## src/rtl/arcade_pkg.sv

```systemverilog
// Shared arcade definitions: menu FSM states, button bit positions and board widths.
// Used by game_select_ctrl and game_best_table (optional feature macro GAME_SEL_BEST_SCORE_EN).
package arcade_pkg;

   typedef enum logic [1:0] {
      ST_MENU   = 2'd0,
      ST_LAUNCH = 2'd1,
      ST_PLAY   = 2'd2,
      ST_EXIT   = 2'd3
   } sel_state_t;

   localparam int BTN_UP    = 0;
   localparam int BTN_DOWN  = 1;
   localparam int BTN_LEFT  = 2;
   localparam int BTN_RIGHT = 3;
   localparam int BTN_SEL   = 4;

   localparam int GRID_BITS  = 64;
   localparam int LED_BITS   = 16;
   localparam int SCORE_BITS = 8;

endpackage

```

## src/rtl/game_best_table.sv

```systemverilog
// Per-game best (lowest) score table. A record is captured on the rising edge of the
// active game's win flag while it is being played. Only built when GAME_SEL_BEST_SCORE_EN
// is defined. An entry of 0 means "no record yet".
module game_best_table
   import arcade_pkg::*;
#(
   parameter int NUM_GAMES = 4,
   parameter int SEL_W     = $clog2(NUM_GAMES)
) (
   input  logic                             clk,
   input  logic                             rst,
   input  logic                             inPlay_i,
   input  logic                             stateChange_i,
   input  logic [SEL_W-1:0]                 sel_i,
   input  logic [NUM_GAMES-1:0]             gameCheckOk_i,
   input  logic [NUM_GAMES*SCORE_BITS-1:0]  gameScore_i,
   output logic [NUM_GAMES*SCORE_BITS-1:0]  best_o
);

   logic                  prevOk_q;
   logic [SCORE_BITS-1:0] best_q [NUM_GAMES];
   logic                  curOk;
   logic [SCORE_BITS-1:0] curScore;
   logic                  capture;

   assign curOk    = gameCheckOk_i[sel_i];
   assign curScore = gameScore_i[sel_i*SCORE_BITS +: SCORE_BITS];
   assign capture  = inPlay_i && curOk && !prevOk_q;

   // Flatten the table so the top can pick the selected entry with a part-select.
   always_comb begin
      best_o = '0;
      for (int g = 0; g < NUM_GAMES; g++) begin
         best_o[g*SCORE_BITS +: SCORE_BITS] = best_q[g];
      end
   end

   // Edge detector is cleared on every FSM transition so a flag left high by a previous
   // session cannot mask the first win of the next one; lower score replaces the record.
   always_ff @(posedge clk or posedge rst) begin
      if (rst) begin
         prevOk_q <= 1'b0;
         for (int g = 0; g < NUM_GAMES; g++) begin
            best_q[g] <= '0;
         end
      end else begin
         prevOk_q <= stateChange_i ? 1'b0 : curOk;
         if (capture && ((best_q[sel_i] == '0) || (curScore < best_q[sel_i]))) begin
            best_q[sel_i] <= curScore;
         end
      end
   end

endmodule

```

## src/rtl/game_select_ctrl.sv

```systemverilog
// Arcade game selector: menu FSM, button routing to the active game, per-game reset
// control and a registered board output mux. Define GAME_SEL_BEST_SCORE_EN to add a
// per-game best-score table shown in the top grid row while in the menu.
module game_select_ctrl
   import arcade_pkg::*;
#(
   parameter int NUM_GAMES  = 4,
   parameter int RST_CYCLES = 4,
   localparam int SEL_W     = $clog2(NUM_GAMES)
) (
   input  logic                             clk,
   input  logic                             rst,
   input  logic [4:0]                       btn_pulse,
   input  logic [15:0]                      sw,
   output logic [4:0]                       game_btn_pulse,
   output logic [15:0]                      game_sw,
   output logic [NUM_GAMES-1:0]             game_rst,
   input  logic [NUM_GAMES*GRID_BITS-1:0]   game_grid,
   input  logic [NUM_GAMES*LED_BITS-1:0]    game_led,
   input  logic [NUM_GAMES-1:0]             game_check_ok,
   input  logic [NUM_GAMES*SCORE_BITS-1:0]  game_score,
   output logic [GRID_BITS-1:0]             grid,
   output logic [LED_BITS-1:0]              led,
   output logic                             check_ok,
   output logic [SCORE_BITS-1:0]            score,
   output logic [SEL_W-1:0]                 active_game,
   output logic                             in_menu
);

   sel_state_t             state_q, state_d;
   logic [SEL_W-1:0]       sel_q, sel_d;
   logic [7:0]             cnt_q, cnt_d;
   logic [NUM_GAMES-1:0]   gameRst_q, gameRst_d;
   logic                   inMenu_q;
   logic [GRID_BITS-1:0]   grid_q, grid_d;
   logic [LED_BITS-1:0]    led_q, led_d;
   logic                   checkOk_q, checkOk_d;
   logic [SCORE_BITS-1:0]  score_q, score_d;
   logic                   exitReq;
   logic [SCORE_BITS-1:0]  bestSel;

   assign exitReq = (state_q == ST_PLAY) && btn_pulse[BTN_SEL] && sw[15];

`ifdef GAME_SEL_BEST_SCORE_EN
   logic [NUM_GAMES*SCORE_BITS-1:0] bestFlat;

   game_best_table #(
      .NUM_GAMES (NUM_GAMES),
      .SEL_W     (SEL_W)
   ) u_best (
      .clk           (clk),
      .rst           (rst),
      .inPlay_i      (state_q == ST_PLAY),
      .stateChange_i (state_d != state_q),
      .sel_i         (sel_q),
      .gameCheckOk_i (game_check_ok),
      .gameScore_i   (game_score),
      .best_o        (bestFlat)
   );

   assign bestSel = bestFlat[sel_q*SCORE_BITS +: SCORE_BITS];
`else
   assign bestSel = '0;
`endif

   // Menu FSM: selection moves only in MENU, select press wins over arrows, LAUNCH
   // counts out the game reset, and only the qualified select press leaves PLAY.
   always_comb begin
      state_d = state_q;
      sel_d   = sel_q;
      cnt_d   = cnt_q;
      case (state_q)
         ST_MENU: begin
            if (btn_pulse[BTN_SEL]) begin
               state_d = ST_LAUNCH;
               cnt_d   = '0;
            end else if (btn_pulse[BTN_RIGHT] && !btn_pulse[BTN_LEFT]) begin
               sel_d = (sel_q == SEL_W'(NUM_GAMES-1)) ? '0 : sel_q + 1'b1;
            end else if (btn_pulse[BTN_LEFT] && !btn_pulse[BTN_RIGHT]) begin
               sel_d = (sel_q == '0) ? SEL_W'(NUM_GAMES-1) : sel_q - 1'b1;
            end
         end
         ST_LAUNCH: begin
            if (cnt_q == 8'(RST_CYCLES-1)) begin
               state_d = ST_PLAY;
            end else begin
               cnt_d = cnt_q + 8'd1;
            end
         end
         ST_PLAY: begin
            if (exitReq) begin
               state_d = ST_EXIT;
            end
         end
         ST_EXIT: begin
            state_d = ST_MENU;
         end
         default: begin
            state_d = ST_MENU;
         end
      endcase
   end

   // Game resets are computed from the next state and registered, so they change
   // cleanly on the clock edge with the state itself.
   always_comb begin
      gameRst_d = '1;
      if (state_d == ST_PLAY) begin
         gameRst_d[sel_d] = 1'b0;
      end
   end

   // Board mux: the active game's outputs in PLAY, otherwise the selection display.
   always_comb begin
      grid_d    = '0;
      led_d     = '0;
      checkOk_d = 1'b0;
      score_d   = '0;
      if (state_q == ST_PLAY) begin
         grid_d    = game_grid[sel_q*GRID_BITS +: GRID_BITS];
         led_d     = game_led[sel_q*LED_BITS +: LED_BITS];
         checkOk_d = game_check_ok[sel_q];
         score_d   = game_score[sel_q*SCORE_BITS +: SCORE_BITS];
      end else begin
         grid_d[7:0]        = 8'b1 << sel_q;
         grid_d[63:56]      = bestSel;
         led_d[15]          = 1'b1;
         led_d[SEL_W-1:0]   = sel_q;
      end
   end

   // Buttons reach the game in the same cycle, minus the press that ends the session.
   always_comb begin
      game_btn_pulse = '0;
      if (state_q == ST_PLAY) begin
         game_btn_pulse = btn_pulse;
         if (exitReq) begin
            game_btn_pulse[BTN_SEL] = 1'b0;
         end
      end
   end

   // All controller state and board outputs, cleared asynchronously to the menu view.
   always_ff @(posedge clk or posedge rst) begin
      if (rst) begin
         state_q   <= ST_MENU;
         sel_q     <= '0;
         cnt_q     <= '0;
         gameRst_q <= '1;
         inMenu_q  <= 1'b1;
         grid_q    <= 64'h1;
         led_q     <= 16'h8000;
         checkOk_q <= 1'b0;
         score_q   <= '0;
      end else begin
         state_q   <= state_d;
         sel_q     <= sel_d;
         cnt_q     <= cnt_d;
         gameRst_q <= gameRst_d;
         inMenu_q  <= (state_d == ST_MENU);
         grid_q    <= grid_d;
         led_q     <= led_d;
         checkOk_q <= checkOk_d;
         score_q   <= score_d;
      end
   end

   assign game_sw     = {1'b0, sw[14:0]};
   assign game_rst    = gameRst_q;
   assign in_menu     = inMenu_q;
   assign active_game = sel_q;
   assign grid        = grid_q;
   assign led         = led_q;
   assign check_ok    = checkOk_q;
   assign score       = score_q;

endmodule

```

## config.mk

```make
export PLATFORM = sky130hd
export DESIGN_NAME = game_select_ctrl
export DESIGN_NICKNAME = d
export VERILOG_FILES = /design/src/rtl/arcade_pkg.sv /design/src/rtl/game_best_table.sv /design/src/rtl/game_select_ctrl.sv
export SDC_FILE = /design/constraint.sdc
export NUM_CORES = 1
export LEC_CHECK = 0
export ABC_AREA = 1
export CORE_AREA = 2 2 191 193
export DETAILED_ROUTE_END_ITERATION = 6
export DIE_AREA = 0 0 193 195
export PLACE_DENSITY = 0.52
export SKIP_CTS_REPAIR_TIMING = 1
export SKIP_LAST_GASP = 1
export SYNTH_ARGS = -nofsm -noshare
export SYNTH_HDL_FRONTEND = slang
export SYNTH_SLANG_ARGS = --single-unit
```

## constraint.sdc

```tcl
create_clock -name clk -period 8.35 [get_ports clk]
set_input_delay 2.505 -clock clk [delete_from_list [all_inputs] [get_ports clk]]
set_output_delay 2.505 -clock clk [all_outputs]
set_load 0.01 [all_outputs]
```

== After elaboration in Yosys (flattened, before gate mapping) ==
Cells that the tools add are included.

* Div/mod/pow operators: 0
* Eq/ne operators: 8
* Order comparisons: 3
* Reduce and logical (&&, ||, !) cells: 12
* Add/sub/neg operators: 3
* Muxes and demuxes: 28
* Shift-type cells: 4
* Bitwise logic cells: 1
* Multiply operators: 0

{| class="wikitable"
|+ Operators by type and width
! cell !! count
|-
| 256-bit by 9-bit variable part select with 64-bit output || 1
|-
| 64-bit by 7-bit variable part select with 16-bit output || 1
|-
| 48-bit two-way mux || 1
|-
| 8-bit two-way mux || 5
|-
| 32-bit by 6-bit variable part select with 8-bit output || 1
|-
| 2-bit two-way mux || 10
|-
| 8-bit one-hot mux with 2 select lines || 1
|-
| 13-bit two-way mux || 1
|-
| 8-bit by 1-bit adder with 8-bit output (second input constant) || 1
|-
| 2-bit equality test (second input constant) || 4
|-
| 8-bit by 2-bit equality test with 1-bit output (second input constant) || 1
|-
| 2-bit one-hot mux with 4 select lines || 1
|-
| 1-bit by 2-bit << shifter with 8-bit output (first input constant) || 1
|-
| 2-bit logical NOT || 3
|-
| 2-bit by 3-bit less-than comparator with 1-bit output (second input constant) || 2
|-
| 1-bit logical AND || 5
|-
| 1-bit two-way mux || 5
|-
| 5-bit two-way mux || 1
|-
| 4-bit two-way mux || 1
|-
| 2-bit != test (second input constant) || 2
|-
| 4-bit inverter || 1
|-
| 3-bit AND reduction || 1
|-
| 2-bit by 1-bit adder with 2-bit output (second input constant) || 1
|-
| 1-bit binary-select mux with 2-bit select || 1
|-
| 6 further kinds || 7
|}

* Bits of input ports: 379
* Latch bits: 0
* Memory bits (writable): 0
* Bits in read-only memories: 0
* Output and inout bits: 117
* Logic and storage cells: 68
* Memories: 0
* Bits in registers: 106

== Depth between registers and ports, before layout ==
* Depth in word-level cells: 12
* Depth in mapped cells: 13
* Depth with buffers taken out: 9

== Worst setup path after synthesis ==
Ideal clock, no wire load.

* Path type: in2out
* Start: input btn_pulse[4]
* End: output game_btn_pulse[4]
* Stages: 2
* Data arrival time: 2,844 ps
* Path buffers: 0
* Path slack: 3,001 ps
* Data required time: 5,845 ps
* Cells stage by stage: inv_1 nor3_1

* Cells in the longest elaborated chain, start to end: 4

{| class="wikitable"
|+ Ends and longest elaborated chain
! element !! RTL line !! text
|-
| start, declared || game_select_ctrl.sv:13 || <nowiki>input logic [4:0] btn_pulse,</nowiki>
|-
| 1-bit logical AND (2 in series) || game_select_ctrl.sv:42 || <nowiki>assign exitReq = (state_q == ST_PLAY) && btn_pulse[BTN_SEL] && sw[15];</nowiki>
|-
| 1-bit two-way mux * || game_select_ctrl.sv:137 || <nowiki>if (exitReq) begin</nowiki>
|-
| 5-bit two-way mux * || game_select_ctrl.sv:135 || <nowiki>if (state_q == ST_PLAY) begin</nowiki>
|-
| end, declared || game_select_ctrl.sv:15 || <nowiki>output logic [4:0] game_btn_pulse,</nowiki>
|}

Every way passes the cells marked *; elsewhere a longest branch is shown, timed or not.

== Final worst setup path ==
Same ends and word-level chain as after synthesis.

==> results.yml <==
status:
  status: "completed"
timing:
  slew_headroom_pct: 41.0
  post-route-min-period_ns: 6.38
  tightest_slew_ns: 0.885
  fmax_mhz: 157
  final-hold-violation-count: 0
  setup_viol: 0
  min_period_over_period_pct: 76.4
  fin_worst_skew_ns: 0.00860
  grt_setup_unrepaired: "false"
  maxSlewViolCount: 0
  fin_setup_tns_ns: 0
worst_setup_path:
  r2r.worst_path.cells: 9
  arrival_ns: 3.88
  r2r_setup_slack_ns: 5.21
  crit_fanout: 4
  worst_setup_path_start_kind: "input pin"
  path_class: "input pin to primary output"
  critical_path_required_ns: 5.85
  critPathCaptureType: "primary output"
hold_path:
  holdCritPathClass: "flop to flop"
  min_path_cells: 2
cts:
  cts_tree: "yes"
  cts.path.max_buffers: 2
  clk_pin_slew_ns: 0.07
  cts_made_buffers: 9
  clkSinkCount: 106
  cts_max_level: 3
  clkLatencyLatePin_ns: 0.36
  cts_root_buffer: "clkbuf_16"
layout:
  nNetsFinal: 1725
  layout_commonest_cell: "clkdlybuf4s50_1"
  utilization_pct: 32.6
  final_cell_area_mm2: 0.0115
  final_cell_mix: "464 x clkdlybuf4s50_1, 374 x nor2_1, 128 x o21ai_0"
  synthToLayoutAreaGrowth_pct: 79.6
  layoutNonFillerInstCount: 1808
  final_layout_size_suffix_gt1_share_pct: 3.12
synthesis:
  synthesis.nets: 1327
  synth_seq_area_share_pct: 41.4
  syn_area_per_cell_um2: 6.81
  synthTopCellsByArea: "dfrtp_1 39%, nor2_1 22%, o21ai_0 10%, a21oi_1 6.5%, o21ai_1 3.9%"
  synth.top_cell.area_share_pct: 38.6
  ys_warn_count: 0
  synthCells: 943
  synth_top_area_cell: "dfrtp_1"
  synth_seq_cells: 106
  syn_area_mm2: 0.00642
  synth_cell_types: 29
power_and_ir_drop:
  leakage_nw: 4.74
  pwr_density_cell_mw_per_mm2: 230
  ir_worst_vdd_mv: 0.163
  power_mw: 2.66
run:
  drv_cap: 0
detailed_routing:
  first_pass_iters: 4
  drc_errors: 0
  first_iter_violations: 217
  postRouteWirelength_um: 31200
  drt-wirelength-per-cell_um: 17.3
  vias: 7666
  ant_nets: 0
  via_per_inst: 4.24
global_route:
  grt_max_degree: 92
  grt_usage_pct: 15.8
  grt_pass1_vias: 7782
  grt_overflow: 0
  grt_pass1_wl_um: 44500
  antenna_found_initial: 1
die:
  start_util_pct: 18.1
  row_count: 69
  core_area_mm2: 0.0354
  die_x_um: 193
  io_pins: 496
  die_h_um: 195
  die_area_mm2: 0.0376
placement:
  globalplace.congestion: 0.810
  port_buffers: 464
  post-dp-hpwl_um: 23400
  postPlaceCellArea_mm2: 0.0112
  place_inst: 1791
logic make-up (layout without fill, tap and decap cells):
kind of cell / after synthesis / count (layout) / synth area share, %
buffers and inverters: 108 / 511 / 9.04
adders and majority gates: 5 / 5 / 0.974
and+or+nand+nor: 454 / 454 / 27.3
DFF: 106 / 106 / 41.4
AOI/OAI and AO/OA: 269 / 269 / 21.2
other: 1 / 2 / 0.0584
final timing paths:
check / from / end
min in group asynchronous: rst / grid[33]$_DFF_PP0_
worst max-delay path: btn_pulse[4] / game_btn_pulse[4]
worst min register to register: cnt_q[7]$_DFFE_PP0P_ / cnt_q[7]$_DFFE_PP0P_
max in group asynchronous: rst / led[2]$_DFF_PP0_
worst min-delay path: cnt_q[7]$_DFFE_PP0P_ / cnt_q[7]$_DFFE_PP0P_
worst max register to register: active_game[0]$_DFF_PP0_ / game_rst[0]$_DFF_PP1_
layer usage:
layer	vias up	share of wire [%]	GRT usage, %	routed length (µm)
met3	31	9.3	4.73	2910
met5	-	0	0	0
met4	0	2.4	5.08	736
met2	335	51	29.4	15800
li1	3827	-	-	-
met1	3473	38	16.7	11800
through the flow:
step | hold slack, ns | worst slack [ns]
after floorplan | 0.486 | 3.00
after global placement | 0.516 | 1.98
after detailed placement | 0.521 | 1.98
after CTS | 0.540 | 1.96
after global routing | 0.594 | 1.92
final | 0.535 | 1.97
power breakdown:
part	internal (mW)	switching (mW)	total, mW
sequential	0.599	0.102	0.701
combinational	0.595	0.906	1.50
clock	0.249	0.206	0.456
total	1.44	1.21	2.66
state kept, by name (all words and copies together) (netlist names):
signal,flops
led,16
state_q,2
in_menu,1
game_rst,4
active_game,2
cnt_q,8
score,8
check_ok,1
grid,64
cell usage after synthesis:
library cell  instances
nor2_1              374
o21ai_0             128
dfrtp_1              99
a21oi_1              84
nand2_1              57
o21ai_1              50
buf_4                28
clkbuf_1             20
inv_1                18
buf_2                17
nand3_1              14
buf_1                 7
clkbuf_2              7
dfstp_2               7
buf_6                 5
ha_1                  5
inv_2                 5
a31oi_1               4
nand2_2               2
nand4_1               2
nor3_1                2
a32oi_1               1
conb_1                1
inv_4                 1
nand3_2               1
nand3b_1              1
nor2_4                1
o311ai_1              1
o31ai_1               1
layout make-up:
type	instances	area [µm²]
fill	3805	23900
clock inverter	4	50.0
inverter	24	97.6
clock buffer	12	256
sequential	106	2670
multi-input combinational	729	3180
antenna	1	2.50
timing repair buffer	471	4700
tap	461	577
worst max-delay path, stage by stage:
cell,delay (ns)
clkdlybuf4s50_1,0.55
inv_1,0.07
nor3_1,0.18
clkdlybuf4s50_1,0.57
Power figures use the tool's default switching activity.
